## config.mk

```make
export PLATFORM = sky130hd
export DESIGN_NAME = instruction_fetch
export DESIGN_NICKNAME = d
export VERILOG_FILES = /design/src/rtl/instruction_fetch.sv
export SDC_FILE = /design/constraint.sdc
export NUM_CORES = 1
export LEC_CHECK = 0
export ABC_AREA = 0
export CAP_MARGIN = 40
export CORE_MARGIN = 2
export CORE_UTILIZATION = 28
export DETAILED_ROUTE_END_ITERATION = 12
export DONT_BUFFER_PORTS = 1
export PLACE_DENSITY = 0.37
export SYNTH_ARGS = -nofsm -noshare
export SYNTH_HDL_FRONTEND = slang
export SYNTH_SLANG_ARGS = --single-unit
```

## constraint.sdc

```tcl
create_clock -name clk -period 2.1 [get_ports clk]
set_input_delay 0.42 -clock clk [delete_from_list [all_inputs] [get_ports clk]]
set_output_delay 0.42 -clock clk [all_outputs]
set_load 0.02 [all_outputs]
```

## src/rtl/instruction_fetch.sv

```systemverilog
// Instruction fetch unit: single-outstanding request to instruction memory,
// one-entry holding buffer toward decode, redirect handling with stale-response discard.
module instruction_fetch #(
    parameter logic [31:0] RESET_PC = 32'h0000_0000
) (
    input  logic        clk,
    input  logic        rst_n,
    output logic        imem_req_valid,
    input  logic        imem_req_ready,
    output logic [31:0] imem_addr,
    input  logic        imem_resp_valid,
    input  logic [31:0] imem_resp_data,
    output logic [31:0] instruction,
    output logic [31:0] pc_out,
    output logic        instr_valid,
    input  logic        instr_ready,
    input  logic        redirect_valid,
    input  logic [31:0] redirect_pc,
    output logic        fetch_fault
);

    // state | meaning
    // REQ   | request for pc presented to memory
    // WAIT  | request accepted, waiting for the response word
    // HOLD  | fetched word presented to decode until consumed
    // FAULT | misaligned redirect seen; idle until reset
    typedef enum logic [1:0] {
        S_REQ   = 2'd0,
        S_WAIT  = 2'd1,
        S_HOLD  = 2'd2,
        S_FAULT = 2'd3
    } state_e;

    state_e      state_q, state_d;
    logic [31:0] pc_q, pc_d;
    logic [31:0] instr_q, instr_d;
    logic [31:0] pc_out_q, pc_out_d;
    logic        discard_q, discard_d;
    logic        fault_q, fault_d;
    logic        run_q;

    logic        redir_ok;
    logic        redir_bad;
    logic        req_fire;

    assign redir_ok  = redirect_valid && (redirect_pc[1:0] == 2'b00);
    assign redir_bad = redirect_valid && (redirect_pc[1:0] != 2'b00);
    assign req_fire  = (state_q == S_REQ) && run_q && imem_req_ready;

    // run_q keeps the request line low until the first edge after reset release
    always_ff @(posedge clk or negedge rst_n) begin
        if (!rst_n) begin
            state_q   <= S_REQ;
            pc_q      <= RESET_PC;
            instr_q   <= 32'h0;
            pc_out_q  <= 32'h0;
            discard_q <= 1'b0;
            fault_q   <= 1'b0;
            run_q     <= 1'b0;
        end else begin
            state_q   <= state_d;
            pc_q      <= pc_d;
            instr_q   <= instr_d;
            pc_out_q  <= pc_out_d;
            discard_q <= discard_d;
            fault_q   <= fault_d;
            run_q     <= 1'b1;
        end
    end

    always_comb begin
        state_d   = state_q;
        pc_d      = pc_q;
        instr_d   = instr_q;
        pc_out_d  = pc_out_q;
        discard_d = discard_q;
        fault_d   = fault_q;

        case (state_q)
            S_REQ: begin
                if (redir_bad) begin
                    state_d = S_FAULT;
                    fault_d = 1'b1;
                end else if (redir_ok) begin
                    pc_d = redirect_pc;
                    if (req_fire) begin
                        state_d   = S_WAIT;
                        discard_d = 1'b1;
                    end
                end else if (req_fire) begin
                    state_d = S_WAIT;
                end
            end
            S_WAIT: begin
                if (redir_bad) begin
                    state_d   = S_FAULT;
                    fault_d   = 1'b1;
                    discard_d = 1'b0;
                end else if (redir_ok) begin
                    pc_d = redirect_pc;
                    // a response landing in the redirect cycle belongs to the old path
                    if (imem_resp_valid) begin
                        state_d   = S_REQ;
                        discard_d = 1'b0;
                    end else begin
                        discard_d = 1'b1;
                    end
                end else if (imem_resp_valid) begin
                    if (discard_q) begin
                        state_d   = S_REQ;
                        discard_d = 1'b0;
                    end else begin
                        state_d  = S_HOLD;
                        instr_d  = imem_resp_data;
                        pc_out_d = pc_q;
                        pc_d     = pc_q + 32'd4;
                    end
                end
            end
            S_HOLD: begin
                if (redir_bad) begin
                    state_d = S_FAULT;
                    fault_d = 1'b1;
                end else if (redir_ok) begin
                    pc_d    = redirect_pc;
                    state_d = S_REQ;
                end else if (instr_ready) begin
                    state_d = S_REQ;
                end
            end
            S_FAULT: begin
                state_d = S_FAULT;
            end
            default: begin
                state_d = S_FAULT;
                fault_d = 1'b1;
            end
        endcase
    end

    always_comb begin
        imem_req_valid = (state_q == S_REQ) && run_q;
        imem_addr      = pc_q;
        instr_valid    = (state_q == S_HOLD);
        instruction    = instr_q;
        pc_out         = pc_out_q;
        fetch_fault    = fault_q;
    end

endmodule

```

Word level (Yosys, flattened, before mapping)
Cells that the tools add are included.
- shift operators: 0
- equality and inequality tests: 15
- bitwise logic cells: 3
- divide/modulo/power cells: 0
- $lt $le $gt $ge: 0
- reduce and logical (&&, ||, !) cells: 16
- $add $sub $neg: 1
- multiply operators: 0
- multiplexer cells: 26
- operators with widths (cell ; count):
    32-bit two-way mux ; 6
    32-bit one-hot mux with 2 select lines ; 1
    32-bit by 3-bit adder with 32-bit output, second input constant ; 1
    2-bit two-way mux ; 10
    3-bit inequality test, second input constant ; 4
    2-bit inequality test, second input constant ; 5
    5-bit AND reduction ; 2
    2-bit one-hot mux with 4 select lines ; 1
    1-bit two-way mux ; 7
    6-bit AND reduction ; 1
    2-bit nonzero test ; 3
    2-bit equality test, second input constant ; 2
    1-bit logical AND ; 4
    2-bit zero test ; 2
    4-bit by 1-bit inequality test with 1-bit output, second input constant ; 1
    4-bit inequality test, second input constant ; 1
    1-bit inverter ; 3
    3-bit AND reduction ; 1
    3-bit OR reduction ; 1
    2-bit by 1-bit equality test with 1-bit output, second input constant ; 1
    2-bit by 1-bit inequality test with 1-bit output, second input constant ; 1
    1-bit one-hot mux with 2 select lines ; 1
    2-bit AND reduction ; 1
    2-bit OR reduction ; 1
- input port bits: 70
- logic and storage cells: 68
- RAM bits: 0
- flip-flop bits (word level): 101
- memories kept: 0
- bits in read-only memories: 0
- latch bits: 0

Depth between registers and ports, before layout
Gate-level depths: netlist of the first run.
- word-level depth: 7
- mapped depth: 8
- mapped depth without buffers: 6

Least setup slack after synthesis of the first run
Ideal clock, no wire load.
- path type: reg2reg
- start: register pc_q[9] (netlist: imem_addr[9])
- end: register pc_q[28] (netlist: imem_addr[28])
- arrival: 2.015 ns
- buffers on the path: 1
- path slack: 0.014 ns
- clock period less this slack: 2.086 ns
- stages on the path, launching flop included: 7
- cell sequence: dfrtp_1 -> buf_4 -> and4_4 -> nand4_4 -> or4_1 -> or4_1 -> nand4_1
- word-level cells in the longest chain between the ends: 6
- ends and longest elaborated chain (item ; RTL line ; text):
    start, declared ; 35 ; logic [31:0] pc_q, pc_d;
    start signal, assigned ; 62 ; pc_q <= pc_d;
    32-bit by 3-bit adder with 32-bit output ; 116 ; pc_d = pc_q + 32'd4;
    32-bit two-way mux ; 109 ; if (discard_q) begin
    32-bit two-way mux ; 108 ; end else if (imem_resp_valid) begin
    32-bit two-way mux ; 99 ; end else if (redir_ok) begin
    32-bit two-way mux ; 95 ; if (redir_bad) begin
    32-bit one-hot mux with 2 select lines ; 79 ; case (state_q)
No other way between the ends. The select of a mux whose other input is x is not followed.
A chain may end at the register's enable or synchronous reset.

Worst setup path in the final report of the first run
- start: register pc_q[9] (netlist: imem_addr[9])
- end: register pc_q[23] (netlist: imem_addr[23])
The elaborated chain is that of the path after synthesis.

==> summary.md, run 1 <==
| Metric | Value |
|---|---|
| Status | finished with violations |
| Failing checks | hold timing |
| Core box area | around 16000 µm² |
| Detailed Route Iter0 Violations | 111 |
| Kind of end point of the critical path | flop |
| Drt via density | 4.92 |
| Setup clock skew after layout | 0.00924 ns |
| CP startpoint | imem_addr[9] |
| Hold WS | -0.233 ns |
| FP Rows | 47 |
| HP Class | in -> async |
| Global route total overflow | 0 |
| Cells after DPL | 780 |
| Max Freq | 511 MHz |
| Finished Layout Cells | 795 |
| Gate Count Post-Synth | 544 |
| Final WL | 14200 µm |
| Dominant synthesized flop cell | dfrtp_1 |
| CTS H-Tree Depth | 3 |
| Initial antenna violation count | 1 |
| Die footprint | 17600 µm² |
| First-pass GRT wire length | 23000 µm |
| Number of synthesized register bits | about 100 |
| Reg2reg setup slack | 0.14 ns |
| Mapped Area | 4630 µm² |
| Total GRT Usage | 0.167 |
| NumNets Final | 642 |
| Hpwl dp | 9860 µm |
| Initial DRT Pass Iterations | 4 |
| Via count | 3911 |
| Syn. warnings | 0 |
| DIE WIDTH | 133 µm |
| Largest net degree at the start of global routing | ~100 |
| Final hold vios | between 100 and 150 |
| Seq/Total Area, Yosys | 0.546 |
| Worst-skew pair later-pin latency | 0.35 ns |
| Most frequent cells in the layout | 228 x nand2_1, 101 x dfrtp_1, 46 x buf_4 |
| Synth area leaders | dfrtp_1 55%, nand2_1 18%, a21oi_1 4.0% |
| Layout cells sized above 1 | 0.131 |
| Reg2Reg Depth | 5 |
| Starting Density | 0.283 |
| Critical path class | reg -> reg |
| Placer Congestion | between 0.7 and 0.8 |
| Reg2reg end | imem_addr[23] |
| Fin crit share | 0.931 |
| Slew Limit Fails | 0 |
| Worst VDD drop | 0.454 mV |
| Most common cell after layout, fill and taps aside | nand2_1 |
| Share of the synthesized area in the top cell type | 0.546 |
| Die H | 133 µm |
| P per Cell Area | roughly 1500 nW/µm² |
| Drt wl/cell | 17.9 µm |
| Unrepaired setup endpoints after global routing | false |
| MaxCap Viol Count | 0 |
| Post-synth EDFFs | 0 |
| Area leader, netlist | dfrtp_1 |
| Final ANT Viol Nets | 0 |
| Vias in the first global route | 3965 |
| IO Port Bufs | 0 |
| CP required | 2.39 ns |
| TNS Setup | 0 ns |
| CP endpoint | imem_addr[23] |
| Synth unique cells | 50 |
| # DRC | 0 |
| Total CTS buffers | 9 |
| CP startpoint kind | flop |
| Slew margin rel. | 0.584 |
| Root Buffer | clkbuf_16 |
| Avg Synthesized Cell Area | 8.51 µm² |
| Clk pin slew, worst setup/hold paths | approximately 0.070 ns |
| Worst slew pin tran | 0.624 ns |
| Worst EP arrival | roughly 2.2 ns |
| Max FO, Critical Path | 5 |
| Period minus WS final | about 2.0 ns |
| Max Root-Sink Buffers | 2 |
| Asr flop ratio synth | 1.00 |
| I/O pin total | roughly 170 |
| TritonCTS clock tree | yes |
| Area growth, synth to finish | 19.2% |
| Sink Count | 101 |
| Setup violations, final | 0 |
| Syn nets | between 600 and 700 |
| Setup bufs post-CTS | 0 |
| LEAKAGE | 2.64 nW |
| R2r startpoint | imem_addr[9] |
[worst min-delay path by stage]
| stage | to | slack, ns | start | cells after the start |
|---|---|---|---|---|
| 2_1_floorplan | discard_q | 0.12 | rst_n | 0 |
| 3_3_place_gp | instruction[3] | 0.13 | rst_n | 0 |
| 3_5_place_dp | instruction[3] | 0.13 | rst_n | 0 |
| 4_1_cts | imem_addr[22] | -0.25 | rst_n | 0 |
| 5_1_grt | discard_q | -0.26 | rst_n | 0 |
| 6_report | discard_q | -0.23 | rst_n | 0 |
[Yosys cell counts, types with 6 or more instances]
master,n
nand4_1,8
dfrtp_1,101
nor2_1,19
o22ai_1,9
nor3_1,8
and3_1,6
a31oi_1,6
a21oi_1,37
o21ai_0,15
nand3_1,13
and2_1,6
clkbuf_1,26
nand2_1,228
[flip-flops by register name, summed over array words and instances, names as in the netlist]
| name | flops |
|---|---|
| imem_addr | 32 |
| state_q | 2 |
| fetch_fault | 1 |
| pc_out | 32 |
| discard_q | 1 |
| run_q | 1 |
| instruction | 32 |
[power by group]
group	switching [W]	internal, W	leakage [nW]
Sequential	0.00134	0.00278	1.25
Combinational	0.00158	0.000939	1.25
Clock	0.000743	0.00103	0.141
Total	0.00366	0.00476	2.64
[layout make-up]
type | count | area (µm²)
diodes | 1 | 2.50
clock buffers | 10 | 229
clock inverters | 4 | 75.1
fillers | 1777 | 10800
inverters | 2 | 7.51
multi-input cells | 408 | 2000
flip-flops and latches | 101 | 2530
well taps | 220 | 275
repair buffers | 49 | 405
[routing by layer]
metal | vias to the layer above | wire length [µm] | GRT usage
li1 | 1888 | - | -
met5 | - | 0 | 0
met1 | 1869 | 6160 | 0.214
met2 | 139 | 6590 | 0.265
met4 | 0 | 219 | 0.0538
met3 | 15 | 1270 | 0.0602
[critical path, cell delays in order, from the launching register on]
cell     delay (ns)
dfrtp_1        0.42
nand4_1        0.14
or4_1          0.65
or3_1          0.38
a21oi_1        0.16
o22a_1         0.14
[kinds of logic after synthesis]
logic type | after synthesis | share of synthesized area
compound gates | 93 | 0.125
fa+ha+maj | 1 | 0.00270
buf+inv | 35 | 0.0295
flops | 101 | 0.546
mux | 1 | 0.00216
other cells | 1 | 0.000810
simple gates | 312 | 0.294
[through the flow]
step | setup WS [ns] | cell area (µm²) | power (W) | utilization
6_report | 0.144 | 5520 | 0.00842 | 0.338
5_1_grt | 0.00693 | 5520 | 0.00904 | 0.337
4_1_cts | 0.0609 | 5500 | 0.00855 | 0.336
3_5_place_dp | 0.0287 | 5200 | 0.00673 | 0.318
3_3_place_gp | 0.111 | 5200 | 0.00669 | 0.318
2_1_floorplan | 0.0141 | 4630 | 0.00565 | -
[repair_timing]
item,CTS,global route
endpoints found under the hold margin,101,101
setup endpoints to repair,0,2
resized for setup,0,3
No activity file was read; power rests on OpenSTA's default activity.
==> run 2, diff against run 1 <==
Settings changed: PLACE_DENSITY 0.37 to default.
==> summary.md, run 2 (synthesized netlist as in run 1, its figures left out) <==
| Metric | Value |
|---|---|
| Internal | 0.00458 W |
| Initial antenna violation count | 0 |
| Setup clock skew after layout | 0.0102 ns |
| # diodes | 0 |
| Drt wl/cell | between 15 and 20 µm |
| LEAKAGE | 2.60 nW |
| Final hold vios | between 100 and 150 |
| Total CTS buffers | 9 |
| First-pass GRT wire length | 21900 µm |
| HP Class | in -> async |
| CP startpoint kind | flop |
| # DRC | 0 |
| Slew Limit Fails | 0 |
| Sink Count | 101 |
| TNS Setup | 0 ns |
| Max FO, Critical Path | 5 |
| Starting Density | 0.283 |
| Setup violations, final | 0 |
| FP Rows | 47 |
| Placer Congestion | roughly 0.83 |
| Reg2reg setup slack | 0.14 ns |
| Die footprint | roughly 18000 µm² |
| Final ANT Viol Nets | 0 |
| Reg power frac | 0.503 |
| Global route total overflow | 0 |
| Detailed Route Iter0 Violations | 174 |
| CTS H-Tree Depth | 3 |
| Reg2reg end | imem_addr[28] |
| Worst VDD drop | 0.487 mV |
| Core box area | 16300 µm² |
| PnR worst setup slack | around 0.14 ns |
| Critical path class | reg -> reg |
| Reg2Reg Depth | 5 |
| Sw Share | 0.448 |
| Drt via density | 5.04 |
| Period minus WS final | 1.96 ns |
| Clk pwr share | 0.192 |
| Slew margin rel. | 0.634 |
| NumNets Final | 640 |
| Die H | 133 µm |
| P per Cell Area | around 1500 nW/µm² |
| Hpwl dp | 10200 µm |
| Fin crit share | 0.934 |
| Most frequent cells in the layout | 228 x nand2_1, 101 x dfrtp_1, 44 x buf_4 |
| TritonCTS clock tree | yes |
| Layout cells sized above 1 | 0.129 |
| CP endpoint | imem_addr[28] |
| Worst-skew pair later-pin latency | 0.35 ns |
| Total GRT Usage | 0.160 |
| CP required | approximately 2.4 ns |
| Root Buffer | clkbuf_16 |
| Via count | 4003 |
| Clk pin slew, worst setup/hold paths | 0.07 ns |
| CP startpoint | imem_addr[10] |
| Failing checks | hold timing |
| Vias in the first global route | 3889 |
| Final WL | roughly 14000 µm |
| Status | finished with violations |
| Hold WS | -0.233 ns |
| Place WS | 0.0325 ns |
| DIE WIDTH | 133 µm |
| Worst slew pin tran | approximately 0.55 ns |
| Comb pwr share | 0.305 |
| Worst EP arrival | around 2.3 ns |
| R2r startpoint | imem_addr[10] |
| I/O pin total | 169 |
| Max Root-Sink Buffers | 2 |
| Sw Pwr | 0.00372 W |
| Initial DRT Pass Iterations | 5 |
| MaxCap Viol Count | 0 |
| IO Port Bufs | 0 |
| Filler cells | 1720 |
| Area growth, synth to finish | 18.2% |
| Unrepaired setup endpoints after global routing | false |
| Largest net degree at the start of global routing | 102 |
| Max Freq | ~510 MHz |
| Most common cell after layout, fill and taps aside | nand2_1 |
| Kind of end point of the critical path | flop |
[run 2: cell count changes in the layout (fill, tap and decap cells not counted)]
cell       delta
buf_4         -2
bufinv_16     -2
clkbuf_1      +1
clkbuf_8      +1
clkinv_4      +1
diode_2       -1
inv_6         +1
nor3_2        +1
nor3_4        -1
[run 2: per-layer routing]
layer,vias up,global-route usage,part of all wire
li1,1891,-,-
met1,1939,0.201,0.43
met2,154,0.253,0.46
met3,19,0.0536,0.087
met4,0,0.0615,0.021
met5,-,0,0
[run 2: area by class of cell]
class | instances | area [µm²] | area share
clock buffer | 12 | 246 | 0.0451
sequential | 101 | 2530 | 0.462
multi-input combinational | 408 | 1990 | 0.364
timing repair buffer | 47 | 390 | 0.0714
clock inverter | 4 | 32.5 | 0.00595
tap | 220 | 275 | 0.0503
inverter | 2 | 7.51 | 0.00137
[run 2: worst max-delay path: stages (launching register included)]
cell	delay (ns)
dfrtp_1	0.39
and4_4	0.27
nand4_4	0.14
or4_1	0.56
or4_1	0.42
nand4_1	0.11
[run 2: through the flow]
step / cells / total power [W] / util / hold WS [ns] / cell area, µm²
finish: 794 / 0.00829 / 0.335 / -0.233 / 5470
global route: 794 / 0.00884 / 0.335 / -0.249 / 5470
global placement: 777 / 0.00663 / 0.316 / 0.127 / 5170
floorplan: 544 / 0.00565 / - / 0.124 / 4630
detailed placement: 777 / 0.00675 / 0.316 / 0.127 / 5170
CTS: 793 / 0.00839 / 0.334 / -0.258 / 5450
[run 2: repair_timing]
item                                   CTS  global route
setup buffers                            0             1
setup endpoints to repair                0             2
resized for setup                        0             2
endpoints found under the hold margin  101           101
[run 2: how the worst min path moves through the flow]
| stage | startpoint | end | slack, ns | cells past startpoint |
|---|---|---|---|---|
| 2_1_floorplan | rst_n | discard_q | 0.12 | 0 |
| 3_3_place_gp | rst_n | instruction[3] | 0.13 | 0 |
| 3_5_place_dp | rst_n | instruction[2] | 0.13 | 0 |
| 4_1_cts | rst_n | pc_out[10] | -0.26 | 0 |
| 5_1_grt | rst_n | instruction[23] | -0.25 | 0 |
| 6_report | rst_n | instruction[2] | -0.23 | 0 |
[run 2: power by group through the flow]
stage | clock (W) | sequential, W | combinational [W]
after global placement | 0 | 0.00418 | 0.00245
final | 0.00159 | 0.00417 | 0.00253
after detailed placement | 0 | 0.00422 | 0.00253
after CTS | 0.00166 | 0.00419 | 0.00254
after global routing | 0.00172 | 0.00429 | 0.00283
after floorplan | 0 | 0.00446 | 0.00118
